[src/rtl/return_pkg.sv]
// Shared types, default UPC masks and the saturating-increment helper for the return station.
package return_pkg;

    typedef enum logic {
        RUN    = 1'b0,
        LOCKED = 1'b1
    } station_state_t;

    localparam logic [7:0] DEF_DISC_MASK   = 8'hEC;
    localparam logic [7:0] DEF_STOLEN_MASK = 8'h10;

    localparam int unsigned SAT_W = 32;

    // Adds one when add is set, holding at max_val instead of wrapping.
    function automatic logic [SAT_W-1:0] sat_inc(
        input logic [SAT_W-1:0] value,
        input logic             add,
        input logic [SAT_W-1:0] max_val
    );
        if (add && (value != max_val)) begin
            return value + SAT_W'(1);
        end
        return value;
    endfunction

endpackage

[src/rtl/upc_classifier.sv]
// Combinational UPC lookup: discount and theft-eligibility flags from mask tables.
module upc_classifier
    import return_pkg::*;
#(
    parameter int unsigned          UPC_W       = 3,
    parameter logic [2**UPC_W-1:0]  DISC_MASK   = DEF_DISC_MASK,
    parameter logic [2**UPC_W-1:0]  STOLEN_MASK = DEF_STOLEN_MASK
) (
    input  logic [UPC_W-1:0] upc,
    input  logic             mark,
    output logic             disc,
    output logic             stolen
);

    // Marked items are never treated as stolen.
    assign disc   = DISC_MASK[upc];
    assign stolen = STOLEN_MASK[upc] & ~mark;

endmodule

[src/rtl/return_station_ctrl.sv]
// Streaming return station: classifies items, keeps saturating tallies, locks the lane on theft runs.
module return_station_ctrl
    import return_pkg::*;
#(
    parameter int unsigned          UPC_W        = 3,
    parameter logic [2**UPC_W-1:0]  DISC_MASK    = DEF_DISC_MASK,
    parameter logic [2**UPC_W-1:0]  STOLEN_MASK  = DEF_STOLEN_MASK,
    parameter int unsigned          CNT_W        = 8,
    parameter int unsigned          STOLEN_LIMIT = 3
) (
    input  logic             clk,
    input  logic             reset_n,
    input  logic             in_valid,
    output logic             in_ready,
    input  logic [UPC_W-1:0] in_upc,
    input  logic             in_mark,
    output logic             out_valid,
    input  logic             out_ready,
    output logic             out_discount,
    output logic             out_stolen,
    output logic             alarm,
    input  logic             alarm_ack,
    input  logic             clear_counts,
    output logic [CNT_W-1:0] cnt_total,
    output logic [CNT_W-1:0] cnt_disc,
    output logic [CNT_W-1:0] cnt_stolen
);

    localparam int unsigned      CS_W      = 4;
    localparam logic [0:0]       ST_RUN    = 1'(RUN);
    localparam logic [0:0]       ST_LOCKED = 1'(LOCKED);
    localparam logic [CNT_W-1:0] CNT_MAX   = '1;

    logic [0:0]      state;
    logic [0:0]      state_next;
    logic [CS_W-1:0] cs;
    logic [CS_W-1:0] cs_inc;
    logic            cls_disc;
    logic            cls_stolen;
    logic            accept;
    logic            lock_hit;

    upc_classifier #(
        .UPC_W       (UPC_W),
        .DISC_MASK   (DISC_MASK),
        .STOLEN_MASK (STOLEN_MASK)
    ) u_classifier (
        .upc    (in_upc),
        .mark   (in_mark),
        .disc   (cls_disc),
        .stolen (cls_stolen)
    );

    // Ready only in RUN and when the output slot is free or draining this cycle.
    assign in_ready = (state == ST_RUN) & (~out_valid | out_ready);
    assign accept   = in_valid & in_ready;
    assign cs_inc   = cs + CS_W'(1);
    assign lock_hit = accept & cls_stolen & (cs_inc == CS_W'(STOLEN_LIMIT));
    assign alarm    = (state == ST_LOCKED);

    // State register.
    always_ff @(posedge clk) begin
        if (!reset_n) begin
            state <= ST_RUN;
        end else begin
            state <= state_next;
        end
    end

    // Next-state: lock on the accept that completes a theft run, unlock on operator ack.
    always_comb begin
        state_next = state;
        case (state)
            ST_RUN:    if (lock_hit)  state_next = ST_LOCKED;
            ST_LOCKED: if (alarm_ack) state_next = ST_RUN;
            default:   state_next = ST_RUN;
        endcase
    end

    // Consecutive-stolen counter; cleared by a clean accept or by unlocking.
    always_ff @(posedge clk) begin
        if (!reset_n) begin
            cs <= '0;
        end else if (accept) begin
            cs <= cls_stolen ? cs_inc : '0;
        end else if ((state == ST_LOCKED) && alarm_ack) begin
            cs <= '0;
        end
    end

    // Output register: load on accept, hold while stalled, empty once consumed.
    always_ff @(posedge clk) begin
        if (!reset_n) begin
            out_valid    <= 1'b0;
            out_discount <= 1'b0;
            out_stolen   <= 1'b0;
        end else if (accept) begin
            out_valid    <= 1'b1;
            out_discount <= cls_disc;
            out_stolen   <= cls_stolen;
        end else if (out_ready) begin
            out_valid    <= 1'b0;
        end
    end

    // Saturating tallies; clear takes priority over a same-cycle accept.
    always_ff @(posedge clk) begin
        if (!reset_n || clear_counts) begin
            cnt_total  <= '0;
            cnt_disc   <= '0;
            cnt_stolen <= '0;
        end else if (accept) begin
            cnt_total  <= CNT_W'(sat_inc(SAT_W'(cnt_total),  1'b1,       SAT_W'(CNT_MAX)));
            cnt_disc   <= CNT_W'(sat_inc(SAT_W'(cnt_disc),   cls_disc,   SAT_W'(CNT_MAX)));
            cnt_stolen <= CNT_W'(sat_inc(SAT_W'(cnt_stolen), cls_stolen, SAT_W'(CNT_MAX)));
        end
    end

endmodule

[config.mk]
export PLATFORM = sky130hd
export DESIGN_NAME = return_station_ctrl
export DESIGN_NICKNAME = d
export VERILOG_FILES = /design/src/rtl/return_pkg.sv /design/src/rtl/upc_classifier.sv /design/src/rtl/return_station_ctrl.sv
export SDC_FILE = /design/constraint.sdc
export NUM_CORES = 1
export LEC_CHECK = 0
export ABC_AREA = 0
export CORE_ASPECT_RATIO = 0.6
export CORE_MARGIN = 5
export CORE_UTILIZATION = 42
export DETAILED_ROUTE_END_ITERATION = 10
export GPL_ROUTABILITY_DRIVEN = 1
export PLACE_DENSITY_LB_ADDON = 0.15
export SLEW_MARGIN = 10
export SYNTH_ARGS = -nofsm -noshare
export SYNTH_HDL_FRONTEND = slang
export SYNTH_SLANG_ARGS = --single-unit
[constraint.sdc]
create_clock -name clk -period 1.7 [get_ports clk]
set_input_delay 0.51 -clock clk [delete_from_list [all_inputs] [get_ports clk]]
set_output_delay 0.51 -clock clk [all_outputs]
set_load 0.02 [all_outputs]
## Word level (Yosys, flattened, before mapping)

Memory sizes are Yosys's and may differ from the RTL's.
Cells that the tools add are included.

| storage, ports and cells | value |
|---|---|
| flip-flop bits (word level) | 32 |
| input bits | 10 |
| logic and storage cells | 60 |
| memories | 2 |
| ROM bits | 16 |
| output and inout port bits | 29 |

| operators by class | value |
|---|---|
| $lt $le $gt $ge | 1 |
| add/subtract/negate cells | 4 |
| multiplexer cells | 22 |
| reductions and logical operators | 10 |
| equality and inequality tests | 4 |
| bitwise gates (word level) | 9 |

Memory list:

| name | words | bits a word | rd ports | clocked after Yosys merged registers in | write ports | RTL line | text |
|---|---|---|---|---|---|---|---|
| (no name shown) | 8 | 1 | 1 | 0 | 0 | upc_classifier.sv:16 | `assign disc = DISC_MASK[upc];` |
| (no name shown) | 8 | 1 | 1 | 0 | 0 | upc_classifier.sv:17 | `assign stolen = STOLEN_MASK[upc] & ~mark;` |

Operators with widths:

| operator | count |
|---|---|
| 8-bit by 1-bit adder with 8-bit output, second input constant | 3 |
| 8-bit 2-to-1 mux | 3 |
| 8-bit inequality test, second input constant | 3 |
| 1-bit 2-to-1 mux | 15 |
| 4-bit 2-to-1 mux | 3 |
| 2-bit AND reduction | 3 |
| 1-bit AND | 5 |
| 4-bit by 1-bit adder with 4-bit output, second input constant | 1 |
| 4-bit by 2-bit == test with 1-bit output, second input constant | 1 |
| 3-bit by 4-bit < comparator with 1-bit output, second input constant | 1 |
| 2-bit nonzero test | 2 |
| 1-bit logical AND | 3 |
| 1-bit inverter | 3 |
| 1-bit one-hot mux with 2 select lines | 1 |
| 1-bit zero test | 1 |
| 1-bit logical OR | 1 |
| 1-bit OR | 1 |

## Depth between registers and ports, before layout

Gate-level depths: netlist of the first run.

| depth | value |
|---|---|
| depth after elaboration | 8 |
| gate-level depth with buffers | 6 |
| depth with buffers taken out | 5 |

## By module

A second synthesis of the first run with hierarchy kept.

| unflattened totals | value |
|---|---|
| cell total of the unflattened synthesis | 183 |
| area total of the unflattened synthesis | 1637.8 sq um |

By module, submodules not included:

| module | sequential area each (sq um) | cells an instance | times used | area an instance (sq um) |
|---|---|---|---|---|
| return_station_ctrl | 640.6 | 181 | 1 | 1615.3 |
| upc_classifier | 0.0 | 2 | 1 | 22.5 |

## Worst setup path before layout of the first run

Ideal clock, no wire load.

| timing | value |
|---|---|
| path kind | input to register |
| start point | in in_upc[0] |
| end point | reg cnt_stolen[2] |
| arrival | 1607 ps |
| cell stages on the path | 5 |
| buffers on the path | 1 |
| data required time | 1565 ps |
| path slack | -42 ps |
| library setup time | 135 ps |
| path through | nor4b_2 > nand3_1 > clkbuf_1 > o311ai_0 > o41ai_1 |

| between the ends | value |
|---|---|
| cells in the longest elaborated chain, start to end | 8 |

RTL lines:

| item | RTL line | text |
|---|---|---|
| start: declaration | return_station_ctrl.sv:15 | `input logic [UPC_W-1:0] in_upc,` |
| memory read 8 x 1 bit | - |  |
| 1-bit 2-to-1 mux (not written as such) | upc_classifier.sv:17 |  |
| 1-bit AND | upc_classifier.sv:17 |  |
| 1-bit logical AND | return_pkg.sv:20 | `if (add && (value != max_val)) begin` |
| 1-bit 2-to-1 mux | return_pkg.sv:20 |  |
| 1-bit 2-to-1 mux | return_station_ctrl.sv:112 | `end else if (accept) begin` |
| 1-bit 2-to-1 mux | return_station_ctrl.sv:108 | `if (!reset_n \|\| clear_counts) begin` |
| 2-bit AND reduction (no line) | - |  |
| end signal: assignment | return_station_ctrl.sv:115 | `cnt_stolen <= CNT_W'(sat_inc(SAT_W'(cnt_stolen), cls_stolen, SAT_W'(CNT_MAX)));` |
| end: declaration | return_station_ctrl.sv:26 | `output logic [CNT_W-1:0] cnt_stolen` |

No other way between the ends. The select of a mux whose other input is x is not followed.
A chain may end at the register's enable or synchronous reset.

## Worst setup path after layout of the first run

| timing | value |
|---|---|
| start point | in out_ready |
| end point | reg cnt_disc[3] |

| between the ends | value |
|---|---|
| cells in the longest elaborated chain, start to end | 4 |

RTL lines:

| item | RTL line | text |
|---|---|---|
| start: declaration | return_station_ctrl.sv:18 | `input logic out_ready,` |
| 1-bit OR | return_station_ctrl.sv:55 | `assign in_ready = (state == ST_RUN) & (~out_valid \| out_ready);` |
| 1-bit AND | return_station_ctrl.sv:55 |  |
| 1-bit AND | return_station_ctrl.sv:56 | `assign accept = in_valid & in_ready;` |
| 2-bit AND reduction (no line) | - |  |
| end signal: assignment | return_station_ctrl.sv:114 | `cnt_disc <= CNT_W'(sat_inc(SAT_W'(cnt_disc), cls_disc, SAT_W'(CNT_MAX)));` |
| end: declaration | return_station_ctrl.sv:25 | `output logic [CNT_W-1:0] cnt_disc,` |

No other way between the ends.

==> results.cfg, run 1 <==
[sta]
setup-violations-final = 0
timing.final.crit_share_pct = 97.1
fmax_ghz = 0.606
slew_headroom_pct = 69.4
fin_skew_ps = 3.87
drv_slew = 0
hold_viol_final = 0
finalCriticalPeriod_ps = 1650
timing.hold.ws_ps = 506
tightest_slew_ps = 458

[run]
maxCapViolations = 0

[clock_tree]
holdBufCountCts = 0
clk-insertion-delay-late_ps = 280
clk_path_buf_depth = 2
cts_tree = done
cts_buffers = 5
cts.sinks = 32
clk_pin_slew_ps = 70
cts_root_buf = clkbuf_8
h-tree-depth = 2

[critical_path]
path_cells = clkdlybuf4s15_1, nor2b_2, or3_4, or4_4, a21oi_2
regToRegSetupSlack_ps = 50
cp-end-kind = register
path_class = in2reg
slowest_delay_ps = 520
crit_slowest_cell = or4_4
required_ps = 1910
setup.worst_path.start_class = input port
critPathMaxFanout = 5
arrival_ps = 1860

[logic_synthesis]
synth-main-ff-cell = dfxtp_1
yosysSeqAreaShare_pct = 39.6
yosysUniqueCellTypes = 38
synth.ff_latch_count = 32
syn_inst = 183
synth_edf_count = 0
synth_area_sq_um = 1620
yosysWarnings = 0
synthArstFlopShare_pct = 0
synth_fp_nets = 198
synth_area_per_cell_sq_um = 8.85

[cells_and_area]
finalCoreUtilization_pct = 64.5
area_growth_pct = 47.5
drive_gt1_share_pct = 25.4
design_area_sq_um = 2390
final_nets = 270
num_antenna_cells = 0

[pwr]
power.total_uw = 1500
leakage_uw = 0.000943
peakVddDrop_mv = 0.331
power_density_nw_per_um2 = 629

[global_routing]
overflow = 0
grt_antenna_before_repair = 0
first_global_vias = 1720
grt_max_degree = 12
grt_pass1_wl_um = 7800
grt_usage_pct = 17.9

[hold_path]
hp-class = reg2reg

[floorplan]
core-area_sq_um = 3700
die_h_um = 58.1
rows = 17
io_pins = 39
start_util_pct = 43.7
die_area_sq_um = 5240
die_w_um = 90.2

[routing]
drc = 0
wire_per_inst_um = 15.2
vias = 1783
drt_iter0_drc = 70
drt-total-wl_um = 4610
dr.pass1.iters = 4
ant_nets = 0
post_drt_via_cell_ratio = 5.88

[place]
gp_routability_congestion = 0.900
placed_area_sq_um = 2240
dp_hpwl_um = 3460
portBuffers = 38

[run_status]
status = finished, final reports clean
## cells in the mapped netlist, types with 2 or more instances
| cell type | number | area (sq um) |
|---|---|---|
| dfxtp_1 | 32 | 641 |
| a21oi_1 | 21 | 105 |
| nand3_1 | 15 | 75.1 |
| nand2_1 | 10 | 37.5 |
| or4_1 | 10 | 75.1 |
| o21ai_0 | 8 | 40.0 |
| o31ai_1 | 8 | 60.1 |
| o41ai_1 | 8 | 70.1 |
| nor2b_1 | 7 | 43.8 |
| ha_1 | 5 | 62.6 |
| o311ai_0 | 5 | 43.8 |
| clkbuf_1 | 4 | 15.0 |
| inv_1 | 4 | 15.0 |
| nand4_1 | 4 | 25.0 |
| nor2_1 | 4 | 15.0 |
| or3_1 | 4 | 25.0 |
| a21boi_0 | 3 | 22.5 |
| nand2b_1 | 3 | 18.8 |
| or2_2 | 3 | 18.8 |
| and2_1 | 2 | 12.5 |
| and3_1 | 2 | 12.5 |
| and4_1 | 2 | 17.5 |
| nor3_1 | 2 | 10.0 |
| nor4_1 | 2 | 12.5 |
| o2bb2ai_1 | 2 | 17.5 |
## power breakdown
part	leakage (uW)	internal, uW	switching [uW]
Clock	0.0000455	330	264
Sequential	0.000259	756	5.67
Combinational	0.000639	73.4	74.1
Total	0.000943	1160	344
## repair_timing
| action | in CTS | in global routing |
|---|---|---|
| endpoints found under the setup margin | 58 | 20 |
| cloned | 1 | 0 |
| resized for setup | 53 | 14 |
| pin swaps | 7 | 6 |
| buffers inserted | 1 | 3 |
## sequential cells by signal, indices dropped and copies added (netlist names)
register and cells:
out_valid 1, alarm 1, out_stolen 1, cnt_total 8, cnt_stolen 8, cs 4
cnt_disc 8, out_discount 1
## cells in the final DEF (no fill, tap or decap), types with 2 or more instances in the layout
cell             synthesis  layout
or3_4                    1       3
nor2_1                   4       2
clkbuf_8                 0       6
clkdlybuf4s50_1          0       3
or2_2                    3       3
and4_1                   2       2
nand2_1                 10      10
inv_1                    4       4
o31ai_1                  8       8
clkbuf_2                 0       3
and3_1                   2       2
or3_1                    4       3
o41ai_1                  8       7
nor2b_1                  7       6
o2bb2ai_1                2       2
nand2b_4                 1       2
nand2b_1                 3       2
dfxtp_1                 32      31
buf_4                    0      30
nand3_1                 15      14
and2_1                   2       2
a21boi_0                 3       3
o311ai_0                 5       3
nand4_1                  4       4
ha_1                     5       5
nor4_1                   2       2
or4_1                   10       8
or4_4                    0       2
nor3_1                   2       2
a21oi_1                 21      17
clkbuf_1                 4       2
a21oi_2                  0       4
nor2_2                   0       2
clkdlybuf4s15_1          0       3
dlygate4sd2_1            0      28
o21ai_0                  8       8
## worst paths after layout
check	start	to	depth (start not counted)
setup / recovery	out_ready	cnt_disc[3]$_SDFFE_PP0P_	5
hold / removal	cnt_stolen[6]$_SDFFE_PP0P_	cnt_stolen[6]$_SDFFE_PP0P_	2
setup reg to reg	out_valid$_SDFFE_PN0P_	cnt_disc[3]$_SDFFE_PP0P_	4
hold reg to reg	cnt_stolen[6]$_SDFFE_PP0P_	cnt_stolen[6]$_SDFFE_PP0P_	2
## critical path, delay by kind of cell
| kind | cells | cell delay, ps |
|---|---|---|
| AND/OR/NAND/NOR | 3 | 1010 |
| buffers and inverters | 1 | 200 |
| AO/OA/AOI/OAI | 1 | 140 |
## layer usage
metal,wire [um],track usage (%)
met5,0,0
met4,27,5.52
met3,342,5.45
met2,2010,28.4
met1,2230,23.6
## layout make-up
cell class | instances | area (sq um)
fillers | 342 | 1310
flip-flops and latches | 32 | 642
repair buffers | 69 | 562
clock buffers | 8 | 90.1
well taps | 47 | 58.8
multi-input cells | 143 | 1020
inverters | 4 | 15.0
## metrics by stage
step | instances | setup WS [ps] | setup TNS (ps)
after global routing | 303 | -8.44 | -8.44
after detailed placement | 290 | -675 | -15080
after floorplan | 183 | 3.66 | 0
after CTS | 300 | 0.920 | 0
final | 303 | 48.7 | 0
after global placement | 290 | -563 | -13470
## kinds of logic (layout without fill, tap and decap cells)
family | after synthesis | after routing | share of synthesized area [%]
AO/OA/AOI/OAI | 57 | 57 | 23.0
XOR/XNOR | 1 | 1 | 0.541
adder cells (fa/ha/maj) | 5 | 5 | 3.86
buffers and inverters | 9 | 81 | 2.55
flip-flops | 32 | 32 | 39.6
multiplexers | 1 | 1 | 0.618
AND/OR/NAND/NOR | 78 | 79 | 29.8
(Power assumes the default switching activity.)
==> inputs of run 2 (changes only) <==
Settings changed: CAP_MARGIN set to 25.
==> results of run 2 <==
Final layout, timing and power as in run 1 (identical DEF).
==> inputs of run 3 (changes only) <==
Settings changed: CORE_UTILIZATION 42 to 44.
==> results.cfg, run 3 (synthesized netlist as in run 1, its figures left out) <==
[cells_and_area]
final_nets = 272
drive_gt1_share_pct = 26.0
layout_common_cells = 31 x dfxtp_1, 31 x buf_4, 28 x dlygate4sd2_1
area_growth_pct = 51.9
register_area_sq_um = 644
num_antenna_cells = 0
fill_cells = 300
reg_top3 = cnt_disc x8, cnt_stolen x8, cnt_total x8
multi_input_area_sq_um = 1040

[critical_path]
path_class = in2reg
cp-end-kind = register
critPathMaxFanout = 8
setup.worst_path.start_class = input port
arrival_ps = 1890
slowest_delay_ps = 520
path_cells = clkdlybuf4s15_1, nor2b_2, or3_4, or4_1, a21oi_1
required_ps = 1910
crit_slowest_cell = or4_1

[global_routing]
grt_antenna_before_repair = 0
grt_pass1_wl_um = 7490
grt_max_degree = 12
first_global_vias = 1662
overflow = 0
grt_usage_pct = 18.5
use_met2_pct = 29.3
met3_usage_pct = 5.05
top_usage_layer = met2
gr-usage-met1_pct = 25.7

[clock_tree]
cts.sinks = 32
clk-insertion-delay-late_ps = 280
cts_buffers = 5
holdBufCountCts = 0
cts_root_buf = clkbuf_8
clk_path_buf_depth = 2
clk_pin_slew_ps = 70
h-tree-depth = 2
cts_tree = done

[routing]
dr.pass1.iters = 4
vias = 1769
drt_iter0_drc = 80
drt-total-wl_um = 4650
ant_nets = 0
wire_per_inst_um = 15.3
drc = 0
post_drt_via_cell_ratio = 5.80

[floorplan]
die_w_um = 88.3
rows = 17
die_area_sq_um = 5030
io_pins = 39
core-area_sq_um = 3620
die_h_um = 57.0
start_util_pct = 44.8

[sta]
drv_slew = 0
tightest_slew_ps = 515
hold_viol_final = 0
fin_ws_ps = 16.3
slew_headroom_pct = 65.6
finalCriticalPeriod_ps = 1680
setup-violations-final = 0
timing.hold.ws_ps = 500
rsz0062_at_grt = true
fmax_ghz = 0.594
fin_skew_ps = 4.54
timing.final.crit_share_pct = 99.0

[run]
maxCapViolations = 0

[place]
portBuffers = 38
post-place-ws_ps = -707
dp_hpwl_um = 3410
gp_routability_congestion = 0.766

[pwr]
power_density_nw_per_um2 = 663
leakage_uw = 0.000972
peakVddDrop_mv = 0.457

[run_status]
status = finished, final reports clean

[hold_path]
hp-class = reg2reg
-- run 3: cell count changes in the layout (fill, tap and decap cells not counted), moves of 2 or more --
cell,delta
o41ai_1,-2
or3_4,-2
buf_6,+2
clkbuf_2,-2
-- run 3: critical path, delay by kind of cell --
family	cells	cell delay [ps]
AOI/OAI and AO/OA	1	150
buffers and inverters	1	210
and+or+nand+nor	3	1030
-- run 3: worst paths after layout --
path	from	to	slack, ps	cells after the start
worst max-delay path	out_ready	cnt_disc[3]$_SDFFE_PP0P_	20	5
worst min-delay path	cs[2]$_SDFFE_PN0P_	cs[2]$_SDFFE_PN0P_	500	2
worst max register to register	out_valid$_SDFFE_PN0P_	cnt_disc[3]$_SDFFE_PP0P_	30	4
worst min register to register	cs[2]$_SDFFE_PN0P_	cs[2]$_SDFFE_PN0P_	500	2
-- run 3: layout make-up --
class | instances | area share, %
flip-flops and latches | 32 | 26.2
clock inverters | 2 | 1.42
repair buffers | 72 | 24.3
well taps | 47 | 2.39
multi-input cells | 142 | 42.1
inverters | 4 | 0.610
clock buffers | 6 | 2.95
-- run 3: layer usage --
metal / part of all wire (%) / up-vias
met3: 5.7 / 4
met5: 0 / -
li1: - / 868
met2: 46 / 45
met4: 0.26 / 0
met1: 48 / 852
-- run 3: timing repair --
action                                  CTS  global route
pin swaps                                11             9
setup buffers                             5             3
endpoints found under the setup margin   53            12
gates resized for setup                  61            11
-- run 3: report_power, final --
part / total [uW] / switching (uW) / leakage, uW / internal [uW]
logic: 152 / 74.8 / 0.000658 / 76.9
registers: 761 / 6.20 / 0.000259 / 754
clock network: 719 / 284 / 0.0000552 / 435
-- run 3: per-stage QoR --
| stage | util, % | instance area [sq um] | total power, uW | cells | TNS [ps] |
|---|---|---|---|---|---|
| global route | 68.0 | 2460 | 1690 | 305 | -8.58 |
| finish | 68.0 | 2460 | 1630 | 305 | 0 |
| CTS | 67.0 | 2420 | 1630 | 303 | 0 |
| floorplan | - | 1630 | 837 | 183 | 0 |
| global placement | 61.9 | 2240 | 916 | 290 | -13620 |
| detailed placement | 61.9 | 2240 | 921 | 290 | -14720 |
